## src/rtl/multi_clock_divider_pkg.sv

```systemverilog
// multi_clock_divider_pkg: shared helpers for the programmable divider.
// Reset half-period, write-select width and counter-fit check.
package multi_clock_divider_pkg;

  function automatic longint unsigned h0_calc(
    input longint unsigned clk_hz,
    input longint unsigned freq_hz
  );
    return clk_hz / (2 * freq_hz);
  endfunction

  function automatic int clog2_min1(input int n);
    int w;
    w = 0;
    for (int i = 0; i < 31; i++) begin
      if ((1 << i) < n) w = i + 1;
    end
    return (w < 1) ? 1 : w;
  endfunction

  function automatic bit h0_fits(
    input longint unsigned h0,
    input int w
  );
    if (w >= 64) return 1'b1;
    return (h0 >> w) == 0;
  endfunction

endpackage

```

## src/rtl/clock_divider_channel.sv

```systemverilog
// clock_divider_channel: one 50%-duty divider with tick strobe.
// Half-period changes are staged in pending and applied at boundaries.
module clock_divider_channel
  import multi_clock_divider_pkg::*;
#(
  parameter int              CNT_WIDTH = 27,
  parameter logic [CNT_WIDTH-1:0] H0   = '0
) (
  input  logic                 clk,
  input  logic                 rst,
  input  logic                 en,
  input  logic                 ld,
  input  logic [CNT_WIDTH-1:0] ld_val,
  output logic                 clk_out,
  output logic                 tick
);

  typedef logic [CNT_WIDTH-1:0] cnt_t;
  localparam cnt_t ONE = cnt_t'(1);

  cnt_t cnt_q, cnt_d;
  cnt_t act_q, act_d;
  cnt_t pend_q, pend_d;
  logic clk_q, clk_d;
  logic tick_q, tick_d;

  // Next-state: stage writes, run/stop/idle the counter, toggle on boundary.
  always_comb begin
    cnt_d  = cnt_q;
    act_d  = act_q;
    pend_d = ld ? ld_val : pend_q;
    clk_d  = clk_q;
    tick_d = 1'b0;
    if (!en) begin
      cnt_d = '0;
      clk_d = 1'b0;
      act_d = pend_q;
    end else if (act_q == '0) begin
      cnt_d = '0;
      act_d = pend_q;
    end else if (cnt_q >= act_q - ONE) begin
      cnt_d  = '0;
      clk_d  = ~clk_q;
      tick_d = ~clk_q;
      act_d  = pend_q;
    end else begin
      cnt_d = cnt_q + ONE;
    end
  end

  // State registers; reset wins over enable and writes.
  always_ff @(posedge clk) begin
    if (rst) begin
      cnt_q  <= '0;
      act_q  <= H0;
      pend_q <= H0;
      clk_q  <= 1'b0;
      tick_q <= 1'b0;
    end else begin
      cnt_q  <= cnt_d;
      act_q  <= act_d;
      pend_q <= pend_d;
      clk_q  <= clk_d;
      tick_q <= tick_d;
    end
  end

  assign clk_out = clk_q;
  assign tick    = tick_q;

endmodule

```

## src/rtl/multi_clock_divider.sv

```systemverilog
// multi_clock_divider: N independent programmable clock dividers.
// Decodes the half-period write port and replicates the channel.
module multi_clock_divider
  import multi_clock_divider_pkg::*;
#(
  parameter int          CHANNELS     = 4,
  parameter int          CNT_WIDTH    = 27,
  parameter longint      DEFAULT_CLK  = 100000000,
  parameter longint      DEFAULT_FREQ = 1,
  localparam int         WR_W         = clog2_min1(CHANNELS)
) (
  input  logic                 i_clk,
  input  logic                 i_rst,
  input  logic [CHANNELS-1:0]  i_en,
  input  logic                 i_wr_en,
  input  logic [WR_W-1:0]      i_wr_ch,
  input  logic [CNT_WIDTH-1:0] i_wr_div,
  output logic [CHANNELS-1:0]  o_clk,
  output logic [CHANNELS-1:0]  o_tick
);

  localparam longint unsigned H0L =
    h0_calc(longint'(DEFAULT_CLK), longint'(DEFAULT_FREQ));
  localparam logic [CNT_WIDTH-1:0] H0 = CNT_WIDTH'(H0L);

  if (!h0_fits(H0L, CNT_WIDTH)) begin : g_h0_too_wide
    $error("reset half-period does not fit in CNT_WIDTH");
  end

  if (CHANNELS < 1 || CHANNELS > 16) begin : g_bad_channels
    $error("CHANNELS must be 1..16");
  end

  logic [CHANNELS-1:0] ld;

  // One-hot write decode; out-of-range channel numbers hit nothing.
  always_comb begin
    ld = '0;
    for (int c = 0; c < CHANNELS; c++) begin
      if (i_wr_en && (int'(i_wr_ch) == c)) ld[c] = 1'b1;
    end
  end

  for (genvar c = 0; c < CHANNELS; c++) begin : g_ch
    clock_divider_channel #(
      .CNT_WIDTH(CNT_WIDTH),
      .H0       (H0)
    ) u_ch (
      .clk    (i_clk),
      .rst    (i_rst),
      .en     (i_en[c]),
      .ld     (ld[c]),
      .ld_val (i_wr_div),
      .clk_out(o_clk[c]),
      .tick   (o_tick[c])
    );
  end

endmodule

```

## config.mk

```make
export PLATFORM = sky130hd
export DESIGN_NAME = multi_clock_divider
export DESIGN_NICKNAME = d
export VERILOG_FILES = /design/src/rtl/multi_clock_divider_pkg.sv /design/src/rtl/clock_divider_channel.sv /design/src/rtl/multi_clock_divider.sv
export SDC_FILE = /design/constraint.sdc
export NUM_CORES = 1
export LEC_CHECK = 0
export ABC_AREA = 1
export CAP_MARGIN = 40
export CORE_ASPECT_RATIO = 1.2
export CORE_MARGIN = 1
export CORE_UTILIZATION = 28
export DETAILED_ROUTE_END_ITERATION = 12
export GPL_TIMING_DRIVEN = 0
export SETUP_SLACK_MARGIN = 0.02
export SYNTH_ARGS = -nofsm -noshare
export SYNTH_HDL_FRONTEND = slang
export SYNTH_HIERARCHICAL = 1
export SYNTH_SLANG_ARGS = --single-unit
```

## constraint.sdc

```tcl
create_clock -name i_clk -period 5.4 [get_ports i_clk]
set_input_delay 1.08 -clock i_clk [delete_from_list [all_inputs] [get_ports i_clk]]
set_output_delay 1.08 -clock i_clk [all_outputs]
set_load 0.02 [all_outputs]
```

# After elaboration in Yosys (flattened, before gate mapping)
# Cells that the tools add are included.
# word_totals
regBits	332
elab_cells	96
# classes
n_addsub	8
magnitude_cmp	4
eq_ne	7
mux	16
bitwise	16
n_reduce_logical	25
# op_table
operator	count
2-to-1 mux 27 bit	12
adder 27 x 1 -> 27 bit (second input constant)	4
>= comparator 27 bit	4
logical NOT 27 bit	4
subtractor 27 x 1 -> 27 bit (second input constant)	4
OR reduction 4 bit	8
inverter 1 bit	16
!= test 3 x 1 -> 1 bit (second input constant)	4
AND reduction 2 bit	4
OR reduction 2 bit	4
equality test 2 bit (second input constant)	2
logical AND 1 bit	4
2-to-1 mux 1 bit	4
equality test 2 x 1 -> 1 bit (second input constant)	1
logical NOT 2 bit	1

# Longest topological paths before layout
# Gate-level depths: netlist of the first run.
# depth
depth_word	5
ltp_mapped	23
depth_no_buf	22

# Cells and area by module
# Netlist of the first run, hierarchy kept.
# by_module_without_submodules
module	n_inst	cells_per_inst	area_each_um2
clock_divider_channel	4	663	4645.7
multi_clock_divider	1	8	30.0

# Worst setup path before layout of the first run
# No wires, ideal clock.
# synth_path
kind	reg2reg
startpoint	reg g_ch[0].u_ch.act_q[0]
endpoint	reg g_ch[0].u_ch.act_q[15]
setup_time_ns	0.064
t_arrival_ns	2.901
required_time_ns	5.336
setup_slack_ns	2.435
path_stages_with_launch	20
n_path_buf	1
synth_period_minus_slack_ns	2.965
cell_sequence	dfxtp_1 > inv_1 > ha_1 > nand2_1 > nor2_2 > nand2_4 > nor4_1 > nand3_1 > xor2_1 > ha_1 > nand2_1 > inv_1 > nand2_1 > nand2_1 > a21oi_1 > nand3_1 > nor2_2 > clkbuf_1 > nand4_1 > nand3_1
# synth_between
elab_chain_len	3
elab_cells_between_ends	6
classes_between	1 x add/sub; 1 x order compare; 1 x eq/ne; 2 x mux; 1 x reduce/logical
# synth_rtl
item	line_no	rtl
start: declaration	clock_divider_channel.sv:22	cnt_t act_q, act_d;
start signal: assignment	clock_divider_channel.sv:61	act_q <= act_d;
subtractor 27 x 1 -> 27 bit or logical NOT 27 bit (tied branches)	clock_divider_channel.sv:41, clock_divider_channel.sv:38	
>= comparator 27 bit or 2-to-1 mux 27 bit (tied branches)	clock_divider_channel.sv:41, clock_divider_channel.sv:38	
!= test 3 x 1 -> 1 bit (no source line) or 2-to-1 mux 27 bit (tied branches)	-	
# Parallel ways exist; a longest one is shown, timed or not.
# A chain may end at the register's enable or synchronous reset.

# Worst setup path in the final report of the first run
# layout_path
startpoint	reg g_ch[0].u_ch.act_q[0]
endpoint	reg g_ch[0].u_ch.cnt_q[18]
# layout_between
elab_chain_len	3
elab_cells_between_ends	4
classes_between	1 x add/sub; 1 x order compare; 2 x reduce/logical
# layout_rtl
item	line_no	rtl
subtractor 27 x 1 -> 27 bit	clock_divider_channel.sv:41	end else if (cnt_q >= act_q - ONE) begin
>= comparator 27 bit	clock_divider_channel.sv:41	
OR reduction 4 bit (no source line) (*)	-	
end signal: assignment	clock_divider_channel.sv:60	cnt_q <= cnt_d;
end: declaration	clock_divider_channel.sv:21	cnt_t cnt_q, cnt_d;
# Mark *: on every way between the ends. The rest lies on a longest branch, timed or not.

==> metrics.md, run 1 <==
| Metric | Value |
|---|---|
| Synth-to-layout area growth | 14.6% |
| # resized after CTS | 0 |
| Routing usage on met2 | about a quarter |
| Cell area after synthesis | ~19000 um^2 |
| Delay-heaviest family, CP | simple AND/OR/NAND/NOR gates |
| Most frequent cell after synthesis | nand2_1 |
| Die Y | about 280 um |
| Slew @ Worst Pin | 0.500 ns |
| Final min period | 3.67 ns |
| Antenna violations before repair | 1 |
| R2r endpoint | g_ch[0].u_ch/cnt_q[18] |
| Vias in the first global route | around 15000 |
| Total negative slack | 0 ns |
| Hold Violations, Final | 0 |
| Sequential Power Share | 45.3% |
| Port bufs | 43 |
| Switching share of total power | between 20% and 30% |
| Combinational share of power | 10.0% |
| Global route overflow | 0 |
| Top FF cell, synth | dfxtp_1 |
| R2r setup slk | 1.73 ns |
| Post-Synth XOR/XNOR Area | 6.40% |
| Ys async rst share | 0% |
| Switching Power | between 1000 and 1500 uW |
| Period Utilization, post-route | 68.0% |
| Initial core utilization | between 20% and 30% |
| Core area | 65700 um^2 |
| Syn_area_per_cell | 7.00 um^2 |
| DRT antenna net count | 0 |
| Yosys reg bits | 332 |
| Post-synthesis sequential area ratio | 35.7% |
| Sequential cell area | around 6600 um^2 |
| Post-synthesis mux area share | 0% |
| Die X | 237 um |
| Post-synth cell types | 33 |
| Number of setup buffers added after CTS | 0 |
| PD cells | 271 nW/um^2 |
| Antenna cell count | 0 |
| Crit-path cells | inv_1 > ha_1 > nand2_1 > nor2_2 > nand2_4 > nor4_1 > nand3_1 > xor2_1 > ha_1 > nand2_1 > inv_1 > nand2_1 > nand2_1 > a21oi_1 > nand3_1 > nor2_2 > nand3_2 > buf_2 > a21oi_1 |
| Internal power | between 4000 and 5000 uW |
| Reg clk slew, reported paths | 0.06 ns |
| Type of origin of the critical path | register |
| Critical path capture point type | register |
| Most used cell, CP | nand2_1 |
| HP Class | register to register |
| Leak | around 0.0095 uW |
| Worst setup startpoint | g_ch[0].u_ch/act_q[0] |
| Fillers | 7103 |
| Simple-gate portion of the synthesized area | 35.5% |
| Clock power frac | ~45% |
| VDD IR max | 0.199 mV |
| Met1 Use GR | 16.5% |
| Kind of critical path | register to register |
| Reg2reg path depth | 19 |
| Post-Synth Adder-Cell Area | 7.80% |
| Nets | between 2000 and 3000 |
| CTS tree | built |
| Fin util | 32.5% |
| Num rows | 103 |
| Via density | 4.50 |
| Post-Route Skew | between 0.008 and 0.009 ns |
| Final Non-Filler Cells | 3604 |
| Largest family of logic cells by synthesized area | simple AND/OR/NAND/NOR gates |
| First-pass GRT wire length | 76500 um |
| Share of cells above drive strength 1 | under 10% |
| DP HPWL | 36900 um |
| Clk buf depth | 3 |
| Placed cells | roughly 3500 |
| Max-slew violations | 0 |
| CTS buffer count | 36 |
| Crit-path max cell delay | about 0.42 ns |
| Fmax | 272 MHz |
| # IOs | 44 |
| Worst Path Max Fanout | 10 |
| Post-DP Area | 20100 um^2 |
| Mapped Nets | between 2000 and 3000 |
| Final setup violation count | 0 |
| Status | finished, final reports clean |
| Initial drt markers | between 700 and 800 |
| Global placement routability congestion | 0.839 |
| Largest net degree at the start of global routing | 15 |
| Drt total wl | 46600 um |
| Reg2reg start | g_ch[0].u_ch/act_q[0] |
| Sinks on Clock Net | about 330 |
| Total area of multi-input combinational cells | 10400 um^2 |
| Cts hold-fix bufs | 0 |
| First-pass iteration count of the detailed router | 5 |
| Die Area | 67500 um^2 |
| Clock root buffer | clkbuf_16 |
| Largest cells by area after synthesis | dfxtp_1 (36%), nand2_1 (13%), ha_1 (7.8%) |
| Post-synth top cells | nand2_1 (650), nor2_1 (352), dfxtp_1 (332), inv_1 (294), nand3_1 (172) |
| Crit path arrival time | between 4 and 5 ns |
| MaxCap Viol Count | 0 |
| Routed vias | 16200 |
| Worst Path Required | 5.86 ns |
| Drt drc | 0 |
| RSZ-0062 raised after global routing | no |
| Wire per inst | between 10 and 15 um |
| Global Route Usage Sum | 13.8% |
| Met3 Track Usage GR | 1.66% |
| CP Buf/Inv Count | 3 |
| CP endpoint | g_ch[0].u_ch/cnt_q[18] |
| CP max-delay cell | nor4_1 |
| Cells after Synth | 2660 |
| Synth area leader | dfxtp_1 |
| Clk Latency, worst-skew pair | 0.53 ns |
| Synth warn | 6 |
| Area share of the largest cell type after synthesis | 35.7% |
| Final non-filler cell area | 21300 um^2 |
| Post-synth EDFFs | 0 |
| GR peak layer | met2 |
| WP depth | 19 |
| Synth Area in Compound Gates | approximately 6.2% |
| H-tree depth | 2 |
| Rel. slew slack | 66.4% |
how the worst min path moves through the flow:
stage,from,endpoint,slack [ns],depth (start not counted)
detailed placement,g_ch[3].u_ch/pend_q[17],g_ch[3].u_ch/pend_q[17],0.44,2
finish,g_ch[3].u_ch/pend_q[5],g_ch[3].u_ch/pend_q[5],0.45,2
global placement,g_ch[0].u_ch/pend_q[20],g_ch[0].u_ch/pend_q[20],0.44,2
CTS,g_ch[3].u_ch/pend_q[26],g_ch[3].u_ch/pend_q[26],0.46,2
floorplan,g_ch[0].u_ch/pend_q[12],g_ch[0].u_ch/pend_q[12],0.43,2
global route,g_ch[0].u_ch/pend_q[4],g_ch[0].u_ch/pend_q[4],0.47,2
area by class of cell:
class	instances	share of cell area [%]
timing repair buffer	43	2.02
sequential	332	31.2
multi-input combinational	1942	48.8
clock inverter	14	0.880
clock buffer	47	4.94
buffer	76	1.81
inverter	310	5.45
tap	840	4.93
routing by layer:
layer	part of all wire [%]	wire length, um
met1	44	20600
met2	50	23100
met3	2.9	1330
met4	3.3	1550
met5	0.026	12
layout by cell type (no fill, tap or decap), drive strengths merged:
cell,instances
a21o,4
a21oi,136
a31oi,8
buf,32
bufinv,4
clkbuf,91
clkdlybuf4s50,43
clkinv,6
clkinvlp,4
dfxtp,332
ha,116
inv,310
nand2,662
nand3,176
nand4,96
nor2,384
nor3,72
nor3b,8
nor4,20
o21ai,80
or2,40
or3,4
xnor2,48
xor2,88
state kept, by name, indices dropped and copies added (netlist names):
register,count
g_ch.u_ch/act_q,108
g_ch.u_ch/clk_out,4
g_ch.u_ch/cnt_q,108
g_ch.u_ch/pend_q,108
g_ch.u_ch/tick,4
power by group through the flow:
stage / sequential [uW] / combinational [uW] / clock, uW
2_1_floorplan: 2650 / 419 / 0
3_3_place_gp: 2670 / 573 / 0
3_5_place_dp: 2670 / 581 / 0
4_1_cts: 2620 / 585 / 2660
5_1_grt: 2630 / 666 / 2760
6_report: 2620 / 579 / 2580
metrics by stage:
stage	total power (uW)	setup slack (ns)	hold WS (ns)
after floorplan	3070	2.43	0.429
after global placement	3250	1.69	0.439
after detailed placement	3250	1.70	0.443
after CTS	5870	1.67	0.456
after global routing	6060	1.31	0.468
final	5780	1.73	0.454
worst register-to-register path: stages (launching register included):
cell and delay [ns]:
dfxtp_1 0.31, inv_1 0.11, ha_1 0.20, nand2_1 0.07, nor2_2 0.23, nand2_4 0.14, nor4_1 0.42, nand3_1 0.17
xor2_1 0.18, ha_1 0.30, nand2_1 0.09, inv_1 0.04, nand2_1 0.06, nand2_1 0.06, a21oi_1 0.23, nand3_1 0.16
nor2_2 0.21, nand3_2 0.23, buf_2 0.27, a21oi_1 0.13
logic make-up (layout without fill, tap and decap cells):
group / after synthesis / count (layout)
DFF: 332 / 332
AOI/OAI and AO/OA: 228 / 228
buffers and inverters: 386 / 490
adders and majority gates: 116 / 116
xor gates and xnor gates: 136 / 136
and+or+nand+nor: 1462 / 1462
(Power assumes the default switching activity.)
==> run 2, diff against run 1 <==
==> constraint.sdc (replaced) <==
create_clock -name i_clk -period 3.6 [get_ports i_clk]
set_input_delay 0.72 -clock i_clk [delete_from_list [all_inputs] [get_ports i_clk]]
set_output_delay 0.72 -clock i_clk [all_outputs]
set_load 0.02 [all_outputs]
==> run 2 against run 1 <==
Sequential power increased by 50%. Setup slack got worse by 1.5 ns. Sequential share of layout area down 0.27 points. Critical endpoint unchanged. Highest routed layer unchanged.
==> metrics.md, run 2 (synthesis results as in run 1) <==
| Metric | Value |
|---|---|
| Status | finished, final reports clean |
| CTS buffer count | 36 (unchanged) |
| DRT antenna net count | 0 (unchanged) |
| Setup WS post-layout | 0.279 ns (-1.45 ns) |
| Max-slew violations | 0 (unchanged) |
| GR peak layer | met2 |
| Fmax | 301 MHz (+11%) |
| Nets | 2894 (+0.035%) |
| Hold Violations, Final | 0 (unchanged) |
| H-tree depth | 2 (unchanged) |
| Crit-path max cell delay | 0.31 ns (-0.11 ns) |
| Core area | 65700 um^2 (unchanged) |
| Wire per inst | 13.0 um (+0.53%) |
| Worst Path Required | 4.06 ns (-1.80 ns) |
| Drt drc | 0 (unchanged) |
| Final setup violation count | 0 (unchanged) |
| DP HPWL | 36900 um (unchanged) |
| CP Buf/Inv Count | 3 (unchanged) |
| DP Worst Slack | -0.0993 ns (-1.80 ns) |
| Antenna cell count | 0 (unchanged) |
| Fillers | 7093 (-0.14%) |
| Initial core utilization | 28.3% (unchanged) |
| HP Class | register to register |
| Most common cell after layout, fill and taps aside | nand2_1 |
| Type of origin of the critical path | register |
| # IOs | 44 (unchanged) |
| Leak | 0.00954 uW (+0.47%) |
| R2r setup slk | 0.28 ns (-1.45 ns) |
| Worst Path Max Fanout | 10 (unchanged) |
| Reg2reg path depth | 19 (unchanged) |
| Most used cell, CP | nand2_1 |
| Crit path arrival time | 3.78 ns (-0.35 ns) |
| WP depth | 19 (unchanged) |
| Period Utilization, post-route | 92.3% (+24 points) |
| Routing usage on met2 | 25.1% (+0.073 points) |
| Clk buf depth | 3 (unchanged) |
| Highest-count cells in the layout ignoring fill and taps | nand2_1 (650), nor2_1 (344), dfxtp_1 (332) |
| Crit-path cells | inv_1 > ha_1 > nand2_1 > nor2_4 > nand2_4 > nor4_4 > nand3_1 > xor2_1 > ha_1 > nand2_1 > inv_1 > nand2_1 > nand2_1 > a21oi_1 > nand3_1 > nor2_4 > nand3_4 > buf_2 > a21oi_1 |
| Total power draw | 8690 uW (+50%) |
| Routed vias | 16300 (+0.44%) |
| Biggest regs | g_ch.u_ch/act_q x108, g_ch.u_ch/cnt_q x108, g_ch.u_ch/pend_q x108 |
| Synth-to-layout area growth | 15.6% |
| Critical path capture point type | register |
| Final min period | 3.32 ns (-0.350 ns) |
| CP max-delay cell | dfxtp_1 |
| First-pass GRT wire length | 76700 um (+0.22%) |
| Initial drt markers | 736 (-2.5%) |
| Antenna violations before repair | 1 (unchanged) |
| CTS tree | built |
| Rel. slew slack | 66.4% (about the same) |
| Sinks on Clock Net | 332 (unchanged) |
| Via density | 4.52 (+0.42%) |
| Port bufs | 43 (unchanged) |
| Drt total wl | 46900 um (+0.56%) |
| Delay-heaviest family, CP | simple AND/OR/NAND/NOR gates |
| Share of cells above drive strength 1 | 7.67% (+0.72 points) |
| Met3 Track Usage GR | 1.66% (unchanged) |
| Num rows | 103 (unchanged) |
| Die Y | 284 um (unchanged) |
| Worst hold path depth | 2 (unchanged) |
| Die X | 237 um (unchanged) |
| Vias in the first global route | 15300 (+0.15%) |
| MaxCap Viol Count | 0 (unchanged) |
| Post-Route Skew | 0.00838 ns (+0.000170 ns) |
| Global placement routability congestion | 0.839 (unchanged) |
| Global Route Usage Sum | 13.8% (+0.027 points) |
| Slew @ Worst Pin | 0.499 ns (-0.000663 ns) |
| Clk Latency, worst-skew pair | 0.53 ns (about the same) |
| Clock root buffer | clkbuf_16 |
| Global route overflow | 0 (unchanged) |
| Reg clk slew, reported paths | 0.06 ns (about the same) |
| Largest net degree at the start of global routing | 15 (unchanged) |
| Met1 Use GR | 16.5% (+0.018 points) |
| Die Area | 67500 um^2 (unchanged) |
| PD cells | 404 nW/um^2 (+49%) |
| WHS | 0.454 ns (+0.0000610 ns) |
| First-pass iteration count of the detailed router | 6 (+1) |
| Kind of critical path | register to register |
| VDD IR max | 0.303 mV (+52%) |
[run 2: changes by cell type in the layout (fill, tap and decap cells not counted), sizes merged]
cell	previous run	this run
clkbuf	91	92
[run 2: worst paths after layout]
path                            endpoint                   start
setup / recovery  g_ch[0].u_ch/cnt_q[18]   g_ch[0].u_ch/act_q[0]
hold / removal    g_ch[3].u_ch/pend_q[5]  g_ch[3].u_ch/pend_q[5]
setup reg to reg  g_ch[0].u_ch/cnt_q[18]   g_ch[0].u_ch/act_q[0]
hold reg to reg   g_ch[3].u_ch/pend_q[5]  g_ch[3].u_ch/pend_q[5]
[run 2: power by group]
part	internal [uW]	leakage, uW	switching [uW]
combinational	330	0.00622	548
sequential	3820	0.00271	119
clock	2350	0.000603	1530
total	6490	0.00954	2200
[run 2: metrics by stage]
step                utilization, %  TNS [ns]  std cells  instance area, um^2
floorplan                        -         0       2660                18600
global placement              30.6     -4.53       3543                20100
detailed placement            30.6     -5.47       3543                20100
CTS                           32.5         0       3604                21400
global route                  32.7   -0.0417       3605                21500
finish                        32.7         0       3605                21500
[run 2: metal layers]
metal / up-vias / share of wire (%)
met1: 7271 / 44
met4: 2 / 3.4
met3: 86 / 3.0
met5: - / 0.026
met2: 201 / 49
li1: 8720 / -
[run 2: repair_timing]
item,CTS,global route
pin swaps,0,1
gates resized for setup,8,32
cloned,0,0
buffers inserted,0,1
hold buffers,0,0
setup endpoints to repair,125,194
[run 2: area by class of cell]
cell class	count	area, um^2	area share, %
clock inverter	14	188	0.872
clock buffer	47	1050	4.90
sequential	332	6650	30.9
tap	840	1050	4.88
buffer	76	393	1.83
inverter	310	1160	5.41
timing repair buffer	44	438	2.04
multi-input combinational	1942	10600	49.2
[run 2: tightest hold or removal path, cell delays in order, from the launching register on]
cell and delay, ns:
dfxtp_1 0.29, inv_1 0.06, a21oi_1 0.06
